**config.mk**
```make
export PLATFORM = sky130hd
export DESIGN_NAME = result_fifo
export DESIGN_NICKNAME = d
export VERILOG_FILES = /design/src/rtl/series_pkg.sv /design/src/rtl/fifo_mem.sv /design/src/rtl/result_fifo.sv
export SDC_FILE = /design/constraint.sdc
export NUM_CORES = 1
export LEC_CHECK = 0
export ABC_CLOCK_PERIOD_IN_PS = 3050
export CELL_PAD_IN_SITES_DETAIL_PLACEMENT = 0
export CELL_PAD_IN_SITES_GLOBAL_PLACEMENT = 1
export CORE_ASPECT_RATIO = 1.75
export CORE_MARGIN = 2
export CORE_UTILIZATION = 25
export DETAILED_ROUTE_END_ITERATION = 6
export HOLD_SLACK_MARGIN = 0.12
export PLACE_DENSITY_LB_ADDON = 0.1
export SYNTH_ARGS = -nofsm -noshare
export SYNTH_HDL_FRONTEND = slang
export SYNTH_SLANG_ARGS = --single-unit
```
**constraint.sdc**
```tcl
create_clock -name clk -period 3.05 [get_ports clk]
set_input_delay 0.61 -clock clk [delete_from_list [all_inputs] [get_ports clk]]
set_output_delay 0.61 -clock clk [all_outputs]
set_load 0.005 [all_outputs]
```
**src/rtl/series_pkg.sv**
```systemverilog
// Constants and types shared by the series-evaluation engine and its result buffer.
// The result entry layout {err, ovf, data} is fixed here so producer and consumer agree.
package series_pkg;

  localparam int RES_SIZE       = 32;
  localparam int IN_SIZE        = 16;
  localparam int ACC_SIZE       = 48;
  localparam int DROP_SIZE_DEF  = 8;
  localparam int DEPTH_DEF      = 4;
  localparam int PTR_SIZE_DEF   = 2;

  typedef struct packed {
    logic                err;
    logic                ovf;
    logic [RES_SIZE-1:0] data;
  } res_entry_t;

endpackage

```
**src/rtl/fifo_mem.sv**
```systemverilog
// Storage for result_fifo: DEPTH x W register array, one write port, one registered read port.
// A same-cycle write to the address being read is forwarded so a new head appears one cycle later.
module fifo_mem #(
  parameter int W        = 34,
  parameter int DEPTH    = 4,
  parameter int PTR_SIZE = 2
) (
  input  logic                clk,
  input  logic                clr_i,
  input  logic                wr_en_i,
  input  logic [PTR_SIZE-1:0] wr_addr_i,
  input  logic [W-1:0]        wr_data_i,
  input  logic                rd_en_i,
  input  logic [PTR_SIZE-1:0] rd_addr_i,
  output logic [W-1:0]        rd_data_o
);

  logic [W-1:0] mem_q [DEPTH];
  logic [W-1:0] rd_data_q;

  // NOTE: the storage array has no reset; validity is tracked by the pointers and count,
  // so clearing it would only cost a reset net on every bit.
  always_ff @(posedge clk) begin
    if (wr_en_i) begin
      mem_q[wr_addr_i] <= wr_data_i;
    end
  end

  // NOTE: sequential state is always assigned with <= so every register samples
  // pre-edge values regardless of process ordering.
  always_ff @(posedge clk) begin
    if (clr_i) begin
      rd_data_q <= '0;
    end else if (rd_en_i) begin
      rd_data_q <= (wr_en_i && (wr_addr_i == rd_addr_i)) ? wr_data_i : mem_q[rd_addr_i];
    end
  end

  assign rd_data_o = rd_data_q;

endmodule

```
**src/rtl/result_fifo.sv**
```systemverilog
// Result buffer behind the series engine: captures unstallable result pulses, serves valid/ready.
// Build option RESULT_SAT_EN: overflow (non-error) results are stored saturated to all-ones.
module result_fifo
  import series_pkg::*;
#(
  parameter int DEPTH     = DEPTH_DEF,
  parameter int PTR_SIZE  = PTR_SIZE_DEF,
  parameter int DROP_SIZE = DROP_SIZE_DEF
) (
  input  logic                 clk,
  input  logic                 rst,
  input  logic                 flush,
  input  logic [RES_SIZE-1:0]  res_i,
  input  logic                 res_valid_i,
  input  logic                 res_ovf_i,
  input  logic                 res_err_i,
  output logic [RES_SIZE-1:0]  out_data,
  output logic                 out_ovf,
  output logic                 out_err,
  output logic                 out_valid,
  input  logic                 out_ready_i,
  output logic                 full,
  output logic                 empty,
  output logic [PTR_SIZE:0]    count,
  output logic [DROP_SIZE-1:0] drop_cnt,
  output logic                 drop_flag
);

  localparam logic [PTR_SIZE:0]    CNT_FULL = (PTR_SIZE+1)'(DEPTH);
  localparam logic [PTR_SIZE:0]    CNT_ONE  = (PTR_SIZE+1)'(1);
  localparam logic [PTR_SIZE-1:0]  PTR_ONE  = PTR_SIZE'(1);
  localparam logic [DROP_SIZE-1:0] DROP_ONE = DROP_SIZE'(1);

  logic [PTR_SIZE-1:0]  wr_ptr_q, wr_ptr_d, rd_ptr_q, rd_ptr_d;
  logic [PTR_SIZE:0]    count_q, count_d;
  logic                 full_q, full_d, empty_q, empty_d;
  logic [DROP_SIZE-1:0] drop_cnt_q, drop_cnt_d;
  logic                 drop_flag_q, drop_flag_d;

  logic       push, pop, do_write, do_drop;
  res_entry_t wr_entry, rd_entry;

  always_comb begin
    wr_entry.err  = res_err_i;
    wr_entry.ovf  = res_ovf_i;
    wr_entry.data = res_i;
    if (res_err_i) begin
      wr_entry.data = '0;
    end
`ifdef RESULT_SAT_EN
    else if (res_ovf_i) begin
      wr_entry.data = '1;
    end
`endif
  end

  // A full buffer still accepts a push when the head leaves in the same cycle.
  assign push     = res_valid_i;
  assign pop      = ~empty_q & out_ready_i;
  assign do_write = push & (~full_q | pop);
  assign do_drop  = push & full_q & ~pop;

  // NOTE: every variable gets its default first so no path leaves it unassigned (no latch).
  always_comb begin
    wr_ptr_d    = wr_ptr_q;
    rd_ptr_d    = rd_ptr_q;
    count_d     = count_q;
    drop_cnt_d  = drop_cnt_q;
    drop_flag_d = drop_flag_q;
    if (flush) begin
      wr_ptr_d    = '0;
      rd_ptr_d    = '0;
      count_d     = '0;
      drop_cnt_d  = '0;
      drop_flag_d = 1'b0;
    end else begin
      if (do_write) wr_ptr_d = wr_ptr_q + PTR_ONE;
      if (pop)      rd_ptr_d = rd_ptr_q + PTR_ONE;
      case ({do_write, pop})
        2'b10:   count_d = count_q + CNT_ONE;
        2'b01:   count_d = count_q - CNT_ONE;
        default: count_d = count_q;
      endcase
      if (do_drop) begin
        drop_flag_d = 1'b1;
        if (drop_cnt_q != '1) drop_cnt_d = drop_cnt_q + DROP_ONE;
      end
    end
    full_d  = (count_d == CNT_FULL);
    empty_d = (count_d == '0);
  end

  always_ff @(posedge clk) begin
    if (rst) begin
      wr_ptr_q    <= '0;
      rd_ptr_q    <= '0;
      count_q     <= '0;
      full_q      <= 1'b0;
      empty_q     <= 1'b1;
      drop_cnt_q  <= '0;
      drop_flag_q <= 1'b0;
    end else begin
      wr_ptr_q    <= wr_ptr_d;
      rd_ptr_q    <= rd_ptr_d;
      count_q     <= count_d;
      full_q      <= full_d;
      empty_q     <= empty_d;
      drop_cnt_q  <= drop_cnt_d;
      drop_flag_q <= drop_flag_d;
    end
  end

  // The read port prefetches the next head (rd_ptr_d) so the output register always holds it.
  fifo_mem #(
    .W        ($bits(res_entry_t)),
    .DEPTH    (DEPTH),
    .PTR_SIZE (PTR_SIZE)
  ) u_mem (
    .clk       (clk),
    .clr_i     (rst | flush),
    .wr_en_i   (do_write & ~flush & ~rst),
    .wr_addr_i (wr_ptr_q),
    .wr_data_i (wr_entry),
    .rd_en_i   (count_d != '0),
    .rd_addr_i (rd_ptr_d),
    .rd_data_o (rd_entry)
  );

  assign out_data  = rd_entry.data;
  assign out_ovf   = rd_entry.ovf;
  assign out_err   = rd_entry.err;
  assign out_valid = ~empty_q;
  assign full      = full_q;
  assign empty     = empty_q;
  assign count     = count_q;
  assign drop_cnt  = drop_cnt_q;
  assign drop_flag = drop_flag_q;

endmodule

```
Word-level counts from Yosys, hierarchy flattened
Memories as Yosys holds them, arrays and structs flattened. A register that Yosys moved wholly into a read port is not among the register bits.
Index checks and enable logic that the tools add are counted.

storage, ports and cells
  flip-flop bits (word level) = 18
  RAM bits = 136
  input port bits = 39
  output and inout bits = 49
  word-level logic and storage cells = 41
  memories = 1

memories
  memory       depth  width  rd ports  clocked after Yosys merged registers in  write ports  RTL line        text
  u_mem.mem_q  4      34     1         1                                        1            fifo_mem.sv:18  logic [W-1:0] mem_q [DEPTH];

operators by class
  $add $sub $neg = 5
  equality and inequality tests = 4
  multiplexer cells = 7
  bitwise operators = 13
  reduce and logical (&&, ||, !) cells = 4

operators by type and width
  kind                                                 count
  two-way mux 32 bit                                   1
  adder 8 x 1 -> 8 bit, second input constant          1
  inequality test 8 bit, second input constant         1
  AND 1 bit                                            6
  one-hot mux 3 bit (2 select lines)                   1
  NOT 1 bit                                            5
  adder 2 x 1 -> 2 bit, second input constant          2
  two-way mux 2 bit                                    2
  adder 3 x 1 -> 3 bit, second input constant          1
  equality test 3 bit, second input constant           1
  zero test 3 bit                                      1
  two-way mux 3 bit                                    1
  nonzero test 3 bit                                   1
  subtractor 3 x 1 -> 3 bit, second input constant     1
  equality test 2 x 1 -> 1 bit, second input constant  1
  equality test 2 bit, second input constant           1
  two-way mux 1 bit                                    2
  OR 1 bit                                             2
  AND reduction 2 bit                                  1
  OR reduction 2 bit                                   1

Logic depth before layout (Yosys ltp)
  depth after elaboration = 8
  depth in mapped cells = 11
  mapped depth without buffers = 10

Modules after synthesis
Synthesis repeated with hierarchy kept, for this count alone.

second synthesis, totals
  cell total of the unflattened synthesis = 521
  area total of the unflattened synthesis = 8034.0 um2

modules (own cells, without submodules)
  module       instances  cells an instance  area each (um2)  seq. area each (um2)
  fifo_mem     1          389                6945.4           4764.6
  result_fifo  1          132                1088.5           360.3

Least setup slack after synthesis
Ideal clock, no wire load.

  kind = input-to-reg
  start point = input port out_ready_i
  end point = register u_mem.rd_data_q[0], in the netlist u_mem.rd_data_o[0], read port of u_mem.mem_q
  library setup time = 0.136 ns
  arrival = 2.819 ns
  required time = 2.914 ns
  setup slack = 0.094 ns
  stages = 11
  path buffers = 2
  path through = nand2b_2 inv_2 o21ai_2 ha_1 fa_1 xnor2_1 or3_1 a31oi_2 clkbuf_1 clkbuf_1 a31oi_1

between the ends
  word-level cells in the longest chain between the ends = 7
  elaborated cells between the ends (all ways) = 10
  classes of those cells = eq/ne: 2; mux: 4; bitwise: 3; reduce/logical: 1

ends and longest elaborated chain
  element                                                              RTL line            text
  start: declaration                                                   result_fifo.sv:21   input logic out_ready_i,
  AND 1 bit *                                                          result_fifo.sv:59   assign pop = ~empty_q & out_ready_i;
  OR 1 bit                                                             result_fifo.sv:60   assign do_write = push & (~full_q | pop);
  AND 1 bit                                                            result_fifo.sv:60
  equality test 2 x 1 -> 1 bit or equality test 2 bit (tied branches)  result_fifo.sv:79   case ({do_write, pop})
  one-hot mux 3 bit (2 select lines)                                   result_fifo.sv:79
  two-way mux 3 bit                                                    result_fifo.sv:70   if (flush) begin
  nonzero test 3 bit                                                   result_fifo.sv:124  .rd_en_i (count_d != '0),
  end: declaration                                                     fifo_mem.sv:19      logic [W-1:0] rd_data_q;

Mark *: on every way between the ends. The rest lies on a longest branch, timed or not.
A chain may end at the register's enable or synchronous reset.

Final worst setup path
  start point = input port out_ready_i
  end point = register u_mem.rd_data_q[25], in the netlist u_mem.rd_data_o[25], read port of u_mem.mem_q

Same word-level chain as after synthesis.

==> impl_results.md <==
- Status: finished, final reports clean
- Req. time, crit path: between 3000 and 4000 ps
- Initial DRC Count: approximately 280
- Flops & latches, synth: around 190
- Final Skew: 9.51 ps
- Placeable core area: just over 30000 um2
- Flop-to-flop setup slack: 350 ps
- Overflow after GRT: 0
- Post-route clock period utilization: 0.949
- Final worst path period need: 2890 ps
- Hold_buf cts: 0
- Maxcap violations: 0
- Final Instance Area: 10100 um2
- Sequential element share of the synthesized area: 0.660
- Worst path slowest cell: clkdlybuf4s50_1
- TritonRoute pass-1 iters: 5
- Area contributors post-synth: edfxtp_1 (53%), dfxtp_1 (13%), mux4_2 (9.9%)
- CTS clk-pin slew, worst paths: 70 ps
- Post-Syn Nets: between 500 and 600
- First-pass GRT wire length: roughly 33000 um
- HPWL after DPL: 13500 um
- CTS resizes: 0
- Nets: roughly 670
- Register area: about 5100 um2
- Clk_lat worst skew: 450 ps
- Post-CTS setup buffer count: 0
- Die extent in y: ~240 um
- Critical Path Max Stage Delay: ~500 ps
- Vias: around 5000
- Drc violations: 0
- Largest net degree at the start of global routing: 48
- Setup Viol. Count Final: 0
- Final Max Slew Viols: 0
- GPL Wtd Cong: ~0.69
- Initial Utilization: 0.253
- Pwr per Cell Area: approximately 570 nW/um2
- H-tree depth: 4
- Final WL: around 22000 um
- GRT Overall Usage: 0.140
- RSZ-0062 raised after global routing: false
- Hold path cells: 2
- CTS root buf: clkbuf_16
- CTS tree: done
- Area growth syn-to-layout: 29.8%
- Tot Pwr: 5.75 mW
- Most frequent cells in the layout: edfxtp_1 (136), clkdlybuf4s50_1 (86), dfxtp_1 (52)
- CP Cell Sequence: clkdlybuf4s50_1 -> nand2b_2 -> inv_2 -> o21ai_2 -> ha_1 -> fa_1 -> xnor2_1 -> or3_1 -> a31oi_4 -> buf_4 -> o21ai_0 -> a31oi_1
- Mapped Cells: a little over 500
- Avg WL per Cell: between 20 and 25 um
- Die ar.: 32600 um2
- Initial antenna violation count: 0
- Post-DRT Antenna Nets: 0
- EDFF count, synth: between 100 and 150
- Port bufs: between 80 and 90
- DIE WIDTH: between 100 and 150 um
- Mapped Area: a little under 8000 um2
- Dominant cell type by area after synthesis: edfxtp_1
- Leakage Power: 3.20 nW
- Post-Route Utilization: 0.328
- Fin. Hold Viols: 0
- Top-Level Pins: slightly below 90
- Setup TNS: 0 ps
- Relative max-transition margin: 0.439
- Worst slew pin tran: 841 ps
- Multi-input gate area: ~2500 um2
- Hold Crit Class: reg2reg
- Share of post-route cells with drive strength above 1: 0.191
- Clock Tree Buf Depth: 2
- WP data arrival: ~3300 ps
- Avg Inst Size Synth: around 15 um2
- FP Rows: 85
- Crit path kind: in2reg
- Vias in the first global route: 5298
- CP max FO: 22
- Distinct cell type count after synthesis: 42
- CTS sink cnt: between 150 and 200
- Top FF cell, synth: edfxtp_1
- DP Area: about 9400 um2
- DR vias/cell: around 4.8
- Num CTS Buffers: 17
- Fillers: approximately 3000
- R2R cell count: 11
- Setup crit start kind: input port
- Commonest non-fill, non-tap cell in the layout: edfxtp_1
- Diodes inserted: 0
- Yosys top cell area share: 0.526
- Fmax: 346 MHz
- Syn. warnings: 0
- Post-synth ARST share: 0
- Crit end category: flop
- Worst vdd ir: 392 uV
[critical path: cells and delay by family]
family                   cells  cell delay (ps)
buffers and inverters        3              850
AO/OA/AOI/OAI                4              600
XOR/XNOR                     1              150
adder cells (fa/ha/maj)      2              600
AND/OR/NAND/NOR              2              460
[kinds of logic (layout without fill, tap and decap cells)]
| kind of cell | Yosys count | count (layout) | synth area share |
|---|---|---|---|
| fa+ha+maj | 7 | 7 | 0.0122 |
| mux | 39 | 39 | 0.106 |
| simple gates | 110 | 110 | 0.0817 |
| compound gates | 112 | 112 | 0.0912 |
| flops | 188 | 188 | 0.660 |
| buf+inv | 50 | 164 | 0.0309 |
| xor+xnor | 13 | 13 | 0.0185 |
[stage by stage]
stage | hold slack, ps | setup WS, ps | std cells
floorplan | 461 | 94.2 | 519
global placement | 449 | -245 | 992
detailed placement | 481 | -280 | 992
CTS | 499 | 166 | 1024
global route | 505 | 3.95 | 1024
finish | 481 | 156 | 1024
[power breakdown]
| part | leakage (nW) | switching, mW | total, mW | internal [mW] |
|---|---|---|---|---|
| clock network | 0.324 | 0.984 | 2.53 | 1.55 |
| registers | 1.68 | 0.0230 | 2.80 | 2.78 |
| logic | 1.20 | 0.217 | 0.410 | 0.193 |
[flip-flops by register name, indices dropped and copies added (netlist names)]
| register | flops |
|---|---|
| count | 3 |
| drop_cnt | 8 |
| drop_flag | 1 |
| empty | 1 |
| full | 1 |
| rd_ptr_q | 2 |
| u_mem.mem_q | 136 |
| u_mem.rd_data_o | 34 |
| wr_ptr_q | 2 |
[cell type report]
cell class	count	area share
clock buffer	19	0.0429
inverter	7	0.00261
multi-input combinational	281	0.245
timing repair buffer	125	0.129
tap	391	0.0485
clock inverter	13	0.0237
sequential	188	0.508
[path summary, 6_finish.rpt]
| path | from | end |
|---|---|---|
| setup / recovery | out_ready_i | u_mem.rd_data_o[25]$_SDFFE_PP0P_ |
| hold / removal | drop_flag$_SDFFE_PP0P_ | drop_flag$_SDFFE_PP0P_ |
| setup reg to reg | empty$_SDFF_PP1_ | u_mem.rd_data_o[25]$_SDFFE_PP0P_ |
| hold reg to reg | drop_flag$_SDFFE_PP0P_ | drop_flag$_SDFFE_PP0P_ |
[routing by layer]
layer / part of all wire / global-route usage
met1: 0.40 / 0.162
met2: 0.54 / 0.252
met3: 0.041 / 0.0301
met4: 0.018 / 0.0472
met5: 0 / 0
[synth_stat cells, types with 4 or more instances]
cell      number
clkbuf_1      22
xnor2_2        4
nor2_1        17
a31oi_1       35
buf_6          4
mux4_2        34
buf_2         15
xnor2_1        8
nand4_1       35
ha_1           6
and2_1         4
nor2b_1       35
nor3_1         4
o21ai_0       35
o31ai_1       34
edfxtp_1     136
dfxtp_1       52
(Power assumes the default switching activity.)
